[src/rtl/zmem_access.sv]
// Z80 memory-access sequencer: picks the pager window, forms the ROM/RAM
// address, drives the DRAM arbiter req/ack handshake, stalls the Z80 clock on
// RAM reads and drops writes to ROM or write-protected windows.
//
// Ports:
//   fclk, rst          system clock, async active-high reset
//   zpos, zneg         Z80 clock edge strobes (one fclk wide)
//   za, zd_in          Z80 address bus and write data
//   mreq_n, rd_n, wr_n, rfsh_n  Z80 bus controls
//   win_page           per-window pages, window w at [8w+7:8w]
//   win_romnram        per-window 1=ROM
//   win_wrdisable      per-window write protect
//   cpu_req/rnw/addr/wrdata, cpu_ack/rddata  DRAM arbiter handshake
//   rom_addr, rom_cs_n ROM interface
//   zd_out, zd_ena     data back to the Z80
//   zclk_stall         hold the Z80 clock during a RAM read
//   wr_blocked         1-cycle pulse when a write is dropped
module zmem_access #(
  parameter int STALL_MIN = 2
) (
  input  logic        fclk,
  input  logic        rst,
  input  logic        zpos,
  input  logic        zneg,
  input  logic [15:0] za,
  input  logic [7:0]  zd_in,
  input  logic        mreq_n,
  input  logic        rd_n,
  input  logic        wr_n,
  input  logic        rfsh_n,
  input  logic [31:0] win_page,
  input  logic [3:0]  win_romnram,
  input  logic [3:0]  win_wrdisable,
  output logic        cpu_req,
  output logic        cpu_rnw,
  output logic [21:0] cpu_addr,
  output logic [7:0]  cpu_wrdata,
  input  logic        cpu_ack,
  input  logic [7:0]  cpu_rddata,
  output logic [18:0] rom_addr,
  output logic        rom_cs_n,
  output logic [7:0]  zd_out,
  output logic        zd_ena,
  output logic        zclk_stall,
  output logic        wr_blocked
);

  localparam int CW = $clog2(STALL_MIN + 1) + 1;
  localparam logic [CW-1:0] SMIN = CW'(STALL_MIN);
  localparam logic [CW-1:0] ONE  = CW'(1);

  typedef enum logic [2:0] {
    IDLE,
    ROM_RD,
    WR_DROP,
    RAM_REQ,
    HOLD
  } state_t;

  state_t state_q, state_d;

  logic        req_q, req_d;
  logic        rnw_q, rnw_d;
  logic [21:0] addr_q, addr_d;
  logic [7:0]  wrdata_q, wrdata_d;
  logic [18:0] rom_addr_q, rom_addr_d;
  logic        rom_cs_n_q, rom_cs_n_d;
  logic [7:0]  zd_out_q, zd_out_d;
  logic        zd_ena_q, zd_ena_d;
  logic        stall_q, stall_d;
  logic        done_q, done_d;
  logic [CW-1:0] cnt_q, cnt_d;
  logic        blk_q, blk_d;

  logic [1:0] w;
  logic [7:0] pg;
  logic       rom_w;
  logic       wp_w;
  logic       is_rd;
  logic       is_wr;
  logic       start;

  // zpos is part of the bus-strobe bundle but nothing here needs it.
  logic unused_zpos;
  assign unused_zpos = zpos;

  assign w     = za[15:14];
  assign pg    = win_page[{w, 3'b000} +: 8];
  assign rom_w = win_romnram[w];
  assign wp_w  = win_wrdisable[w];
  assign is_rd = ~rd_n;
  assign is_wr = ~wr_n;
  assign start = zneg & (state_q == IDLE) & ~mreq_n
               & rfsh_n & (is_rd | is_wr);

  always_comb begin
    state_d    = state_q;
    req_d      = req_q;
    rnw_d      = rnw_q;
    addr_d     = addr_q;
    wrdata_d   = wrdata_q;
    rom_addr_d = rom_addr_q;
    rom_cs_n_d = rom_cs_n_q;
    zd_out_d   = zd_out_q;
    zd_ena_d   = zd_ena_q;
    stall_d    = stall_q;
    done_d     = done_q;
    cnt_d      = cnt_q;
    blk_d      = 1'b0;

    // Stall ends once read data is back and the minimum hold has elapsed.
    if (stall_q) begin
      if (done_q && (cnt_q >= SMIN)) begin
        stall_d = 1'b0;
      end else if (cnt_q < SMIN) begin
        cnt_d = cnt_q + ONE;
      end
    end

    unique case (state_q)
      IDLE: begin
        if (start) begin
          if (is_rd && rom_w) begin
            state_d    = ROM_RD;
            rom_cs_n_d = 1'b0;
            zd_ena_d   = 1'b1;
            rom_addr_d = {pg[4:0], za[13:0]};
          end else if (!is_rd && (rom_w || wp_w)) begin
            state_d = WR_DROP;
            blk_d   = 1'b1;
          end else begin
            state_d  = RAM_REQ;
            req_d    = 1'b1;
            rnw_d    = is_rd;
            addr_d   = {pg, za[13:0]};
            wrdata_d = zd_in;
            stall_d  = is_rd;
            cnt_d    = ONE;
            done_d   = 1'b0;
          end
        end
      end
      // An aborted cycle (mreq_n high) still completes here.
      RAM_REQ: begin
        if (cpu_ack) begin
          req_d   = 1'b0;
          state_d = HOLD;
          if (rnw_q) begin
            zd_out_d = cpu_rddata;
            zd_ena_d = 1'b1;
            done_d   = 1'b1;
          end
        end
      end
      HOLD, ROM_RD, WR_DROP: begin
        if (mreq_n) begin
          state_d    = IDLE;
          zd_ena_d   = 1'b0;
          rom_cs_n_d = 1'b1;
        end
      end
      default: begin
        state_d = IDLE;
      end
    endcase
  end

  always_ff @(posedge fclk or posedge rst) begin
    if (rst) begin
      state_q    <= IDLE;
      req_q      <= 1'b0;
      rnw_q      <= 1'b1;
      addr_q     <= '0;
      wrdata_q   <= '0;
      rom_addr_q <= '0;
      rom_cs_n_q <= 1'b1;
      zd_out_q   <= '0;
      zd_ena_q   <= 1'b0;
      stall_q    <= 1'b0;
      done_q     <= 1'b0;
      cnt_q      <= '0;
      blk_q      <= 1'b0;
    end else begin
      state_q    <= state_d;
      req_q      <= req_d;
      rnw_q      <= rnw_d;
      addr_q     <= addr_d;
      wrdata_q   <= wrdata_d;
      rom_addr_q <= rom_addr_d;
      rom_cs_n_q <= rom_cs_n_d;
      zd_out_q   <= zd_out_d;
      zd_ena_q   <= zd_ena_d;
      stall_q    <= stall_d;
      done_q     <= done_d;
      cnt_q      <= cnt_d;
      blk_q      <= blk_d;
    end
  end

  assign cpu_req    = req_q;
  assign cpu_rnw    = rnw_q;
  assign cpu_addr   = addr_q;
  assign cpu_wrdata = wrdata_q;
  assign rom_addr   = rom_addr_q;
  assign rom_cs_n   = rom_cs_n_q;
  assign zd_out     = zd_out_q;
  assign zd_ena     = zd_ena_q;
  assign zclk_stall = stall_q;
  assign wr_blocked = blk_q;

endmodule
[config.mk]
export PLATFORM = sky130hd
export DESIGN_NAME = zmem_access
export DESIGN_NICKNAME = d
export VERILOG_FILES = /design/src/rtl/zmem_access.sv
export SDC_FILE = /design/constraint.sdc
export NUM_CORES = 1
export LEC_CHECK = 0
export ABC_CLOCK_PERIOD_IN_PS = 2950
export CORE_MARGIN = 1
export CORE_UTILIZATION = 43
export CTS_BUF_LIST = sky130_fd_sc_hd__clkbuf_4 sky130_fd_sc_hd__clkbuf_8
export CTS_CLUSTER_DIAMETER = 50
export DETAILED_ROUTE_END_ITERATION = 8
export PLACE_DENSITY = 0.82
export SETUP_SLACK_MARGIN = 0.2
export SLEW_MARGIN = 15
export SYNTH_ARGS = -nofsm -noshare
export SYNTH_HDL_FRONTEND = slang
export SYNTH_SLANG_ARGS = --single-unit
[constraint.sdc]
create_clock -name fclk -period 2.95 [get_ports fclk]
set_clock_uncertainty 0.15 [all_clocks]
set_input_delay 0.295 -clock fclk [delete_from_list [all_inputs] [get_ports fclk]]
set_output_delay 0.295 -clock fclk [all_outputs]
set_load 0.01 [all_outputs]
# [Word-level counts from Yosys, hierarchy flattened]
# Index checks and enable logic that the tools add are counted.
[word_totals] inputBits=81 ff_bits=70 latchBits=0 rom_bits=0 mem_bits_rw=0 output_inout_bits=63 n_memories=0 word_cells=102
[classes] mux=46 mul=0 order_cmp=3 n_shift=1 addsub=1 n_div=0 n_eq_ne=11 n_reduce_logical=17 bitwise=10
[ops] op="$shiftx A32 B6 Y8" count=1
[ops] op="$mux W3" count=10
[ops] op="$mux W1" count=28
[ops] op="$ne A2 B2 Y1 const B" count=6
[ops] op="$reduce_and A6 Y1" count=2
[ops] op="$pmux W3 S3" count=1
[ops] op="$reduce_and A3 Y1" count=3
[ops] op="$reduce_and A4 Y1" count=2
[ops] op="$eq A3 B2 Y1 const B" count=2
[ops] op="$pmux W1 S2" count=3
[ops] op="$not A1 Y1" count=5
[ops] op="$reduce_and A5 Y1" count=1
[ops] op="$and A1 B1 Y1" count=4
[ops] op="$bmux W1 S2" count=2
[ops] op="$reduce_bool A2 Y1" count=2
[ops] op="$add A3 B1 Y3 const B" count=1
[ops] op="$eq A3 B1 Y1 const B" count=1
[ops] op="$eq A3 B3 Y1 const B" count=1
[ops] op="$ge A3 B2 Y1 const B" count=1
[ops] op="$logic_and A1 B1 Y1" count=3
[ops] op="$logic_not A3 Y1" count=1
[ops] op="$lt A2 B3 Y1 const B" count=1
[ops] op="$lt A3 B2 Y1 const B" count=1
[ops] op="$pmux W1 S3" count=1
[ops] op="other kinds (6)" count=6

# [Longest topological paths before layout]
# Gate-level depths: netlist of run 1.
[logic_depth] ltp_word=8 ltp_mapped=7 ltp_nobuf=6

# [Least setup slack after synthesis of run 1]
# No wires, ideal clock.
[synth_path] path_type="input to register" start="in za[15]" end="reg addr_q[0] (netlist: cpu_addr[0])" slack_ns=0.735 n_path_buf=3 path_stages=7 t_required_ns=2.675 setup_time_ns=0.125 arrival_ns=1.940 cell_sequence="clkbuf_1 -> mux4_2 -> nand4b_4 -> or2_1 -> buf_6 -> buf_12 -> mux2_4"
[synth_between] elab_chain_cells=6 word_cells_on_any_way=10 cone_classes="4 x mux; 2 x bitwise; 4 x reduce/logical"
[synth_lines] element="start: declaration" line_no="25" source="input logic [15:0] za,"
[synth_lines] element="$bmux W1 S2, on equally long branches" line_no="89, 90"
[synth_lines] element="$mux W1, on equally long branches" line_no="89, 90"
[synth_lines] element="$logic_or A1 B1 Y1" line_no="128" source="end else if (!is_rd && (rom_w || wp_w)) begin"
[synth_lines] element="$logic_and A1 B1 Y1" line_no="128"
[synth_lines] element="$not A1 Y1 (no source line)"
[synth_lines] element="$reduce_and A4 Y1 (no source line) *"
[synth_lines] element="end signal: assignment" line_no="187" source="addr_q <= addr_d;"
[synth_lines] element="end: declaration" line_no="64" source="logic [21:0] addr_q, addr_d;"
# Mark *: on every way between the ends. The rest lies on a longest branch, timed or not. The select of a mux whose other input is x is not followed.
# A chain may end at the register's enable or synchronous reset.

# [Final worst setup path of run 1]
[layout_path] start="in za[14]" end="reg rom_addr_q[4] (netlist: rom_addr[4])"
[layout_between] elab_chain_cells=4
[layout_lines] element="$bmux W1 S2" line_no="89" source="assign rom_w = win_romnram[w];"
[layout_lines] element="$mux W1 (implied by the code)" line_no="89"
[layout_lines] element="$logic_and A1 B1 Y1" line_no="123" source="if (is_rd && rom_w) begin"
[layout_lines] element="$reduce_and A3 Y1 (no source line)"
[layout_lines] element="end signal: assignment" line_no="189" source="rom_addr_q <= rom_addr_d;"
[layout_lines] element="end: declaration" line_no="66" source="logic [18:0] rom_addr_q, rom_addr_d;"
# Every way passes these cells. The select of a mux whose other input is x is not followed.

==> results.rst, run 1 <==
.. list-table::
   :header-rows: 1

   * - Metric
     - Value
   * - Outcome
     - finished clean
   * - Number of detailed-routing iterations run before antenna repair
     - 4
   * - Post-layout min period
     - 2.546 ns
   * - Final Util
     - 71.15%
   * - Layout area overhead
     - 56.11%
   * - Effective utilization at floorplan
     - 45.57%
   * - Synthesized-area fraction occupied by adder cells
     - less than 1%
   * - Top Ports
     - 144
   * - Clock transition at the registers of the reported paths
     - 0.07 ns
   * - Vert. Die Dim
     - 88.02 um
   * - Yosys Warn Count
     - 0
   * - Final cycle utilization of the critical path
     - 86.30%
   * - Largest net degree at the start of global routing
     - 36
   * - Data required, critical path
     - 3.02 ns
   * - Sequential group share of total power
     - 40.6%
   * - Antenna violations before repair
     - 0
   * - Number of setup buffers added after CTS
     - 0
   * - Simple-Gate Fraction of Synth Area
     - 5.151%
   * - Floorplan die width
     - 88.02 um
   * - Switching power total
     - 946.6 uW
   * - Number of max-slew violations in the final report
     - 0
   * - Setup crit start kind
     - input port
   * - GR Util All Layers
     - between 20% and 30%
   * - Critical path data arrival time
     - 2.61 ns
   * - Combinational share of power
     - 35.5%
   * - Max transition margin
     - 32.19%
   * - Number of DRC markers after the initial detailed-route iteration
     - 31
   * - Post-Syn Area
     - around 3200 um2
   * - Final Worst Setup Slack
     - just over 0.4 ns
   * - Cts bufs inserted
     - 9
   * - Buf+Inv Stages, Crit Path
     - 1
   * - Setup total negative slack
     - 0 ns
   * - Mapped Avg Cell Area
     - 15.08 um2
   * - Setup Crit Path Kind
     - in2reg
   * - Largest stage delay, worst path
     - ~0.84 ns
   * - Setup slack at placement
     - ~0.0047 ns
   * - # clock sinks
     - 70
   * - Clk pwr share
     - roughly a quarter
   * - Most frequent cells in the layout
     - 142 x sky130_fd_sc_hd__clkdlybuf4s50_1, 68 x sky130_fd_sc_hd__dfrtp_1, 40 x sky130_fd_sc_hd__mux2_2
   * - CTS-repair resized insts
     - 0
   * - Number of enable flip-flop cells after synthesis
     - 0
   * - Post-detailed-route wirelength per cell
     - 15.49 um
   * - Wire length of the first global-routing pass
     - 11.70 mm
   * - Clock Latency Late Sink
     - 0.33 ns
   * - Crit end category
     - register
   * - Combinational family with the most area after synthesis
     - multiplexers
   * - Antenna diodes
     - 0
   * - Post-synthesis sequential element count
     - 70
   * - Vias in the first global route
     - between 2000 and 2500
   * - # Max-Cap Violations
     - 0
   * - CTS Buffer Depth
     - 2
   * - Slowest-stage cell, CP
     - sky130_fd_sc_hd__nor2b_2
   * - Total via count in the routed design
     - roughly 2300
   * - Yosys top cell by area
     - sky130_fd_sc_hd__dfrtp_1
   * - Transition at the pin with the smallest max-transition slack
     - 1.013 ns
   * - CTS tree
     - yes
   * - Reg-to-reg endpoint
     - rom_addr[4]
   * - Vias per inst
     - ~5.0
   * - Unrepaired setup endpoints after global routing
     - false
   * - Share of the synthesized area in the top cell type
     - a little over half
   * - Multiplexer fraction of the synthesized cell area
     - 30.08%
   * - Fraction of registers with async set/reset
     - 100.0%
   * - Switching Share
     - 26.63%
   * - # DRC
     - 0
   * - Main flop type after synthesis
     - sky130_fd_sc_hd__dfrtp_1
   * - Die footprint
     - between 7000 and 8000 um2
   * - H-tree levels
     - 3
   * - Row cnt
     - 30
   * - Most common cell after layout, fill and taps aside
     - sky130_fd_sc_hd__clkdlybuf4s50_1
   * - Hold buffer count at cts
     - 0
   * - Logic depth of the worst register-to-register path
     - 4
   * - Standard cell core area
     - between 6000 and 7000 um2
   * - Worst reg2reg setup slack
     - roughly 0.47 ns
   * - Routed WL
     - 7.233 mm
   * - Remaining number of nets flagged by the antenna check after routing
     - 0
   * - Compound-gate portion of the synthesized area
     - 4.837%
   * - Endpoints failing setup
     - 0
   * - Worst path top cell family by delay
     - simple AND/OR/NAND/NOR gates
   * - Root Buffer Master
     - sky130_fd_sc_hd__clkbuf_8
   * - Class of the tightest hold or removal check
     - in2async
   * - Highest clock frequency the design can meet
     - 392.8 MHz
   * - Filler cell count in the final layout
     - 502
   * - Critical path fanouts, max
     - 20
   * - Post-Synthesis Net Count
     - 294
   * - Launch point of the worst reg-to-reg path
     - state_q[0]
   * - Internal power
     - 2.608 mW
   * - Cell-by-cell listing of the critical path
     - clkdlybuf4s50_1, mux4_2, nor2b_1, nor2b_2, mux2_2
   * - Final hold violation count
     - 0
   * - Buffers added on ports
     - 142
   * - Gate count of the mapped netlist
     - 211
   * - PD cells
     - about 720 nW/um2
   * - Top cells by area, synth
     - sky130_fd_sc_hd__dfrtp_1 53%, sky130_fd_sc_hd__mux2_2 14%, sky130_fd_sc_hd__mux2_4 8.0%
   * - Detail Placement HPWL
     - 5.504 mm
   * - Nets@finish
     - 449
   * - Proportion of layout cells with a drive suffix above 1
     - roughly a quarter
   * - Xor and xnor fraction of the mapped netlist area
     - 0.5505%
   * - VDD IR max
     - ~370 uV
   * - Sequential element share of the synthesized area
     - a little under three fifths
   * - Count of distinct cell types in the synthesized netlist
     - 40
   * - Overall overflow remaining after global route
     - 0
   * - RD Place Congestion
     - 0.7692
   * - Static leakage power
     - 2.210 nW
## worst register-to-register path, cell delays in order (launching register included)
cell and delay [ns]:
sky130_fd_sc_hd__dfrtp_1 0.50, sky130_fd_sc_hd__nor2_1 0.28, sky130_fd_sc_hd__nand3_1 0.19, sky130_fd_sc_hd__nor2b_2 0.82, sky130_fd_sc_hd__mux2_2 0.44
## sequential cells by signal (all words and copies together) (netlist names)
signal	flops
cpu_wrdata	8
zd_ena	1
rom_cs_n	1
state_q	3
zclk_stall	1
cpu_rnw	1
done_q	1
cpu_req	1
zd_out	8
cnt_q	3
cpu_addr	22
wr_blocked	1
rom_addr	19
## metrics by stage
step,hold slack [ns],power (mW),instance area (um2),std cells
final,0.1279,3.554,4967,467
after global placement,0.3123,2.681,4745,451
after floorplan,0.2194,1.970,3182,211
after detailed placement,0.3205,2.728,4745,451
after global routing,0.1487,3.759,4967,467
after CTS,0.1249,3.599,4967,467
## kinds of logic after synthesis
| kind of cell | count (synthesis) |
|---|---|
| DFF | 70 |
| muxes | 67 |
| and+or+nand+nor | 29 |
| AOI/OAI and AO/OA | 24 |
| adders and majority gates | 2 |
| xor gates and xnor gates | 2 |
| buffers and inverters | 17 |
## cell type report
class | count | area, um2 | area share (%)
Clock buffer | 12 | 152.6 | 3.073
Clock inverter | 4 | 70.07 | 1.411
Inverter | 7 | 26.28 | 0.5290
Multi-Input combinational cell | 124 | 1320 | 26.57
Sequential cell | 70 | 1754 | 35.31
Tap cell | 96 | 120.1 | 2.418
Timing Repair Buffer | 154 | 1524 | 30.68
## power groups by stage
| stage | Clock [mW] | Combinational (mW) | Sequential [mW] |
|---|---|---|---|
| after floorplan | 0 | 0.417 | 1.55 |
| after global placement | 0 | 1.24 | 1.44 |
| after detailed placement | 0 | 1.28 | 1.45 |
| after CTS | 0.871 | 1.28 | 1.44 |
| after global routing | 0.919 | 1.36 | 1.48 |
| final | 0.849 | 1.26 | 1.44 |
## layer usage
| metal | up-vias | track usage (%) | share of wire, % |
|---|---|---|---|
| li1 | 1084 | - | - |
| met1 | 1148 | 24.49 | 40 |
| met2 | 103 | 34.25 | 51 |
| met3 | 4 | 7.257 | 8.6 |
| met4 | 0 | 7.038 | 0.66 |
| met5 | - | 0 | 0 |
## worst max-delay path by stage
stage / to / slack, ns / start / cells past startpoint
after floorplan: cpu_addr[0] / 0.73 / za[15] / 7
after global placement: rom_addr[0] / 0.03 / za[14] / 5
after detailed placement: rom_addr[4] / 0.005 / za[14] / 5
after CTS: rom_addr[11] / 0.37 / za[14] / 5
after global routing: rom_addr[6] / 0.22 / za[14] / 5
final: rom_addr[4] / 0.40 / za[14] / 5
## cells in the mapped netlist, types with 3 or more instances
library cell,n
sky130_fd_sc_hd__mux4_2,3
sky130_fd_sc_hd__a21oi_1,6
sky130_fd_sc_hd__nand2_1,7
sky130_fd_sc_hd__nor2_1,8
sky130_fd_sc_hd__o21ai_0,7
sky130_fd_sc_hd__mux2_4,17
sky130_fd_sc_hd__buf_2,3
sky130_fd_sc_hd__nor2b_1,3
sky130_fd_sc_hd__dfrtp_1,68
sky130_fd_sc_hd__inv_1,7
sky130_fd_sc_hd__mux2_2,40
sky130_fd_sc_hd__mux4_1,7
sky130_fd_sc_hd__clkbuf_1,3
Power figures use the tool's default switching activity.
==> run 2: changes to the inputs <==
- REMOVE_ABC_BUFFERS: default -> 1
==> run 2 against run 1 <==
- fmax is 8.0% higher
- combinational power hardly changed
- cell count is 1.1% lower
- critical path type unchanged
==> results.rst, run 2 (same netlist as run 1, synthesis figures left out) <==
.. list-table::
   :header-rows: 1

   * - Metric
     - Value
   * - Outcome
     - finished clean
   * - Switching power total
     - 944.3 uW (-0.24%)
   * - Pwr Total
     - 3.549 mW (-0.17%)
   * - Root Buffer Master
     - sky130_fd_sc_hd__clkbuf_8
   * - Setup slack at placement
     - 0.2369 ns (+0.2321 ns)
   * - Worst path top cell family by delay
     - multiplexers
   * - Critical path data arrival time
     - 2.42 ns (-0.19 ns)
   * - Vias per inst
     - 5.100 (+1.8%)
   * - Buf+Inv Stages, Crit Path
     - 2 (+1)
   * - Number of detailed-routing iterations run before antenna repair
     - 4 (unchanged)
   * - Antenna violations before repair
     - 0 (unchanged)
   * - Row cnt
     - 30 (unchanged)
   * - Most common cell after layout, fill and taps aside
     - sky130_fd_sc_hd__clkdlybuf4s50_1
   * - PD cells
     - 718.0 nW/um2 (+0.34%)
   * - Largest net degree at the start of global routing
     - 37 (+2.8%)
   * - GR Util All Layers
     - 19.94% (-0.48 points)
   * - Detail Placement HPWL
     - 5.406 mm (-1.8%)
   * - Number of setup buffers added after CTS
     - 0 (unchanged)
   * - Die footprint
     - 7748 um2 (unchanged)
   * - Clock Latency Late Sink
     - 0.33 ns (about the same)
   * - Vias in the first global route
     - 2457 (+2.8%)
   * - Floorplan die width
     - 88.02 um (unchanged)
   * - Number of flip-flops in the largest register
     - 22 (unchanged)
   * - CTS tree
     - yes
   * - Top Ports
     - 144 (unchanged)
   * - Total via count in the routed design
     - 2356 (+0.73%)
   * - Highest clock frequency the design can meet
     - 424.2 MHz (+8.0%)
   * - Setup Crit Path Kind
     - in2reg
   * - Final Instance Area
     - 4942 um2 (-0.50%)
   * - CTS-repair resized insts
     - 0 (unchanged)
   * - Largest stage delay, worst path
     - 0.57 ns (-0.27 ns)
   * - Combinational share of power
     - 35.4% (about the same)
   * - Most frequent cells in the layout
     - 142 x sky130_fd_sc_hd__clkdlybuf4s50_1, 68 x sky130_fd_sc_hd__dfrtp_1, 40 x sky130_fd_sc_hd__mux2_2
   * - Class of the tightest hold or removal check
     - in2async
   * - Internal power
     - 2.604 mW (-0.14%)
   * - Cell-by-cell listing of the critical path
     - clkdlybuf4s50_1, mux4_2, nand4b_4, or2_1, buf_12, mux2_4
   * - Standard cell core area
     - 6982 um2 (unchanged)
   * - Setup crit start kind
     - input port
   * - Worst reg2reg setup slack
     - 0.89 ns (+0.42 ns)
   * - Unrepaired setup endpoints after global routing
     - false
   * - Sequential group share of total power
     - 40.5% (about the same)
   * - Filler cell count in the final layout
     - 504 (+0.40%)
   * - Buffers added on ports
     - 142 (unchanged)
   * - Final cycle utilization of the critical path
     - 79.92% (-6.4 points)
   * - Nets@finish
     - 444 (-1.1%)
   * - Proportion of layout cells with a drive suffix above 1
     - 24.32% (-1.0 points)
   * - Slowest-stage cell, CP
     - sky130_fd_sc_hd__mux4_2
   * - Overall overflow remaining after global route
     - 0 (unchanged)
   * - Wire length of the first global-routing pass
     - 11.63 mm (-0.65%)
   * - # DRC
     - 0 (unchanged)
   * - Static leakage power
     - 2.193 nW (-0.75%)
   * - Data required, critical path
     - 3.02 ns (about the same)
   * - Routed WL
     - 7.149 mm (-1.2%)
   * - Remaining number of nets flagged by the antenna check after routing
     - 0 (unchanged)
   * - Hold_ws
     - 0.2752 ns (+0.1473 ns)
   * - Antenna diodes
     - 0 (unchanged)
   * - RD Place Congestion
     - 0.8416 (+9.4%)
   * - Layout area overhead
     - 55.33%
   * - Number of max-slew violations in the final report
     - 0 (unchanged)
   * - # clock sinks
     - 70 (unchanged)
   * - CTS Buffer Depth
     - 2 (unchanged)
   * - Clk pwr share
     - 24.1% (+0.2 points)
   * - Final Worst Setup Slack
     - 0.5925 ns (+0.1883 ns)
   * - Setup total negative slack
     - 0 ns (unchanged)
   * - Switching Share
     - 26.61% (about the same)
   * - Max transition margin
     - 50.07% (+18 points)
   * - Cts bufs inserted
     - 9 (unchanged)
   * - Post-detailed-route wirelength per cell
     - 15.47 um (about the same)
   * - Total cell area at the placement stage
     - 4720 um2 (-0.53%)
   * - Endpoints failing setup
     - 0 (unchanged)
   * - Number of DRC markers after the initial detailed-route iteration
     - 65 (+110%)
   * - Critical path fanouts, max
     - 23 (+15%)
   * - Clock transition at the registers of the reported paths
     - 0.07 ns (about the same)
   * - Hold buffer count at cts
     - 0 (unchanged)
   * - Transition at the pin with the smallest max-transition slack
     - 0.7478 ns (-0.2647 ns)
   * - Vert. Die Dim
     - 88.02 um (unchanged)
   * - Crit end category
     - register
   * - Effective utilization at floorplan
     - 45.57% (unchanged)
   * - H-tree levels
     - 3 (unchanged)
   * - # Max-Cap Violations
     - 0 (unchanged)
   * - VDD IR max
     - 383.5 uV (+3.9%)
   * - Final hold violation count
     - 0 (unchanged)
   * - Post-layout min period
     - 2.358 ns (-0.1883 ns)
==> run 2: cell type report <==
class	instances	area (um2)	share of cell area (%)
clock buffer	12	152.6	3.089
clock inverter	4	70.07	1.418
inverter	7	26.28	0.5316
multi-input combinational	124	1320	26.71
sequential	70	1754	35.49
tap	96	120.1	2.430
timing repair buffer	149	1499	30.33
==> run 2: layer usage <==
layer	GRT usage, %	wire length [um]	part of all wire (%)
met5	0	0	0
met4	8.358	120	1.7
met3	5.278	539	7.5
met2	35.38	3698	52
met1	22.78	2791	39
==> run 2: stage by stage <==
stage	cells	utilization, %
after floorplan	201	-
after global placement	446	67.60
after detailed placement	446	67.60
after CTS	462	70.79
after global routing	462	70.79
final	462	70.79
==> run 2: worst paths after layout <==
check                                      to  depth (start not counted)        from
worst min-delay path              cpu_addr[3]                          2         rst
worst max register to register      zd_out[5]                          4  state_q[2]
max in group asynchronous            rom_cs_n                          3         rst
worst max-delay path            cpu_wrdata[7]                          6      za[14]
worst min register to register        cpu_req                          2     cpu_req
min in group fclk                     cpu_req                          2     cpu_req
==> run 2: power by group through the flow <==
stage          registers (mW)  logic, mW  clock network [mW]
2_1_floorplan            1.56      0.403                   0
4_1_cts                  1.44       1.28               0.877
5_1_grt                  1.48       1.35               0.921
6_report                 1.44       1.26               0.856
3_3_place_gp             1.44       1.24                   0
3_5_place_dp             1.45       1.27                   0
==> run 3: changes to the inputs <==
- ABC_CLOCK_PERIOD_IN_PS: 2950 -> 2020
- CORE_UTILIZATION: 43 -> 39
- PLACE_DENSITY: 0.82 -> 0.79
- clock period: 2.95 -> 2.02 ns (I/O delays scaled with it)
==> run 3 against run 2 <==
- sequential cell count unchanged
- wire length up 5.7%
- die area up 10%
- via count up 1.5%
- first-iteration DRC count down 1.5%
- sequential power up 46%
- sequential share of layout area down 1.8 points
- largest power group unchanged
- highest routed layer unchanged
==> results.rst, run 3 (same netlist as run 1, synthesis figures left out) <==
.. list-table::
   :header-rows: 1

   * - Metric
     - Value
   * - Number of detailed-routing iterations run before antenna repair
     - 4 (unchanged)
   * - Remaining number of nets flagged by the antenna check after routing
     - 0 (unchanged)
   * - Most frequent cells in the layout
     - 131 x sky130_fd_sc_hd__clkdlybuf4s50_1, 68 x sky130_fd_sc_hd__dfrtp_1, 40 x sky130_fd_sc_hd__mux2_2
   * - Clock transition at the registers of the reported paths
     - 0.08 ns (about the same)
   * - Critical path fanouts, max
     - 6 (-74%)
   * - Routed WL
     - 7.560 mm (+5.7%)
   * - RD Place Congestion
     - 0.7715 (-8.3%)
   * - Cts bufs inserted
     - 9 (unchanged)
   * - Proportion of layout cells with a drive suffix above 1
     - 31.19% (+6.9 points)
   * - CTS tree
     - yes
   * - Static leakage power
     - 2.336 nW (+6.5%)
   * - Standard cell core area
     - 7807 um2 (+12%)
   * - # Max-Cap Violations
     - 0 (unchanged)
   * - GR Util All Layers
     - 18.98% (-0.97 points)
   * - Wire length of the first global-routing pass
     - 12.29 mm (+5.7%)
   * - Top Ports
     - 144 (unchanged)
   * - Data required, critical path
     - 2.09 ns (-0.93 ns)
   * - Critical path data arrival time
     - 1.86 ns (-0.56 ns)
   * - Vert. Die Dim
     - 92.33 um (+4.9%)
   * - Largest net degree at the start of global routing
     - 71 (+92%)
   * - Placed Cells incl. Taps
     - 467 (+4.7%)
   * - Number of standard cells in the layout, taps in and fillers out
     - 490 (+6.1%)
   * - Slowest-stage cell, CP
     - sky130_fd_sc_hd__dfrtp_1
   * - Largest stage delay, worst path
     - 0.41 ns (-0.16 ns)
   * - Setup total negative slack
     - 0 ns (unchanged)
   * - Logic depth of the worst register-to-register path
     - 6 (+2)
   * - Hold_ws
     - 0.1128 ns (-0.1624 ns)
   * - Pwr Total
     - 5.220 mW (+47%)
   * - PD cells
     - 1003 nW/um2 (+40%)
   * - Final cycle utilization of the critical path
     - around nine tenths
   * - Hold buffer count at cts
     - 0 (unchanged)
   * - Antenna diodes
     - 0 (unchanged)
   * - Vias per inst
     - 4.880 (-4.3%)
   * - # DRC
     - 0 (unchanged)
   * - Transition at the pin with the smallest max-transition slack
     - 0.3733 ns (-0.3745 ns)
   * - Worst reg2reg setup slack
     - 0.23 ns (-0.66 ns)
   * - Post-layout min period
     - 1.791 ns
   * - Final hold violation count
     - 0 (unchanged)
   * - Reg-to-reg endpoint
     - cpu_addr[6]
   * - Max transition margin
     - 75.05% (+25 points)
   * - Number of max-slew violations in the final report
     - 0 (unchanged)
   * - Nets@finish
     - 466 (+5.0%)
   * - Filler cell count in the final layout
     - 592 (+17%)
   * - Layout area overhead
     - 63.63%
   * - Setup crit start kind
     - register
   * - Root Buffer Master
     - sky130_fd_sc_hd__clkbuf_8
   * - # clock sinks
     - 70 (unchanged)
   * - VDD IR max
     - 539.8 uV (+41%)
   * - Most common cell after layout, fill and taps aside
     - sky130_fd_sc_hd__clkdlybuf4s50_1
   * - Number of flip-flops in the largest register
     - 22 (unchanged)
   * - Effective utilization at floorplan
     - 40.75% (-4.8 points)
   * - Die footprint
     - 8524 um2 (+10%)
   * - Total via count in the routed design
     - 2391 (+1.5%)
   * - CTS Buffer Depth
     - 2 (unchanged)
   * - Crit end category
     - register
   * - Row cnt
     - 32 (+6.7%)
   * - Buffers added on ports
     - 142 (unchanged)
   * - Overall overflow remaining after global route
     - 0 (unchanged)
   * - Final Util
     - 66.68% (-4.1 points)
   * - Clock Latency Late Sink
     - 0.34 ns (about the same)
   * - Floorplan die width
     - 92.33 um (+4.9%)
   * - Setup Crit Path Kind
     - reg2reg
   * - Post-detailed-route wirelength per cell
     - 15.43 um (-0.29%)
   * - Antenna violations before repair
     - 0 (unchanged)
   * - Outcome
     - finished clean
   * - Vias in the first global route
     - 2469 (+0.49%)
   * - H-tree levels
     - 3 (unchanged)
   * - Highest clock frequency the design can meet
     - 558.5 MHz
   * - Number of DRC markers after the initial detailed-route iteration
     - 64 (-1.5%)
   * - Cell-by-cell listing of the critical path
     - a21oi_2, buf_4, nand4b_4, or2_4, buf_16, mux2_4
   * - Class of the tightest hold or removal check
     - in2async
   * - Detail Placement HPWL
     - 5.522 mm (+2.1%)
   * - Endpoints failing setup
     - 0 (unchanged)
   * - Launch point of the worst reg-to-reg path
     - state_q[2]
   * - Unrepaired setup endpoints after global routing
     - true
[run 3: cell types whose count changed in the layout (fill, tap and decap cells not counted), moves of 3 or more]
cell                              before  now
sky130_fd_sc_hd__nor2_1                8    5
sky130_fd_sc_hd__clkdlybuf4s50_1     142  131
sky130_fd_sc_hd__dlygate4sd2_1         0   10
sky130_fd_sc_hd__buf_4                 5   20
sky130_fd_sc_hd__buf_6                 0    3
[run 3: how the worst max path moves through the flow]
stage	endpoint	slack [ns]	cells after the start	start
after floorplan	rom_addr[0]	-0.46	4	state_q[2]
after global placement	cpu_wrdata[3]	-0.54	6	za[14]
after detailed placement	cpu_addr[3]	-0.56	6	za[14]
after CTS	zd_out[7]	0.20	6	state_q[2]
after global routing	cpu_addr[2]	0.18	6	state_q[2]
final	cpu_addr[6]	0.23	6	state_q[2]
[run 3: area by class of cell]
type | instances | area (um2) | share of cell area, %
Timing Repair Buffer | 171 | 1723 | 33.09
Tap cell | 102 | 127.6 | 2.451
Multi-Input combinational cell | 124 | 1354 | 26.00
Sequential cell | 70 | 1754 | 33.69
Clock inverter | 7 | 97.59 | 1.875
Inverter | 7 | 26.28 | 0.5047
Clock buffer | 9 | 123.9 | 2.379
[run 3: what timing repair did]
action                                  CTS  global route
buffers inserted                          4             1
pin swaps                                 2             2
resized for setup                        22             9
endpoints found under the setup margin   56            58
gates cloned                              2             0
[run 3: per-stage QoR]
stage / cell area, um2 / worst slack (ns)
3_3_place_gp: 4865 / -0.5410
5_1_grt: 5206 / 0.1793
2_1_floorplan: 3098 / -0.4604
6_report: 5206 / 0.2294
4_1_cts: 5172 / 0.1959
3_5_place_dp: 4865 / -0.5587
[run 3: routing by layer]
layer  vias up  global-route usage, %  wire [um]
met1      1154                  23.46       3107
li1       1123                      -          -
met2       103                  31.30       3765
met4         0                  5.859         92
met3        11                  6.486        594
met5         -                      0          0
[run 3: power by group]
group | leakage (nW) | switching [mW] | total (mW) | internal (mW)
Sequential | 0.879 | 0.263 | 2.10 | 1.83
Clock | 0.106 | 0.554 | 1.25 | 0.699
Combinational | 1.35 | 0.632 | 1.87 | 1.24
Total | 2.34 | 1.45 | 5.22 | 3.77
[run 3: critical path: cells and delay by family (launching register included)]
family / cells / cell delay [ns]
DFF: 1 / 0.41
buffers and inverters: 2 / 0.31
AOI/OAI and AO/OA: 1 / 0.11
muxes: 1 / 0.30
and+or+nand+nor: 2 / 0.40
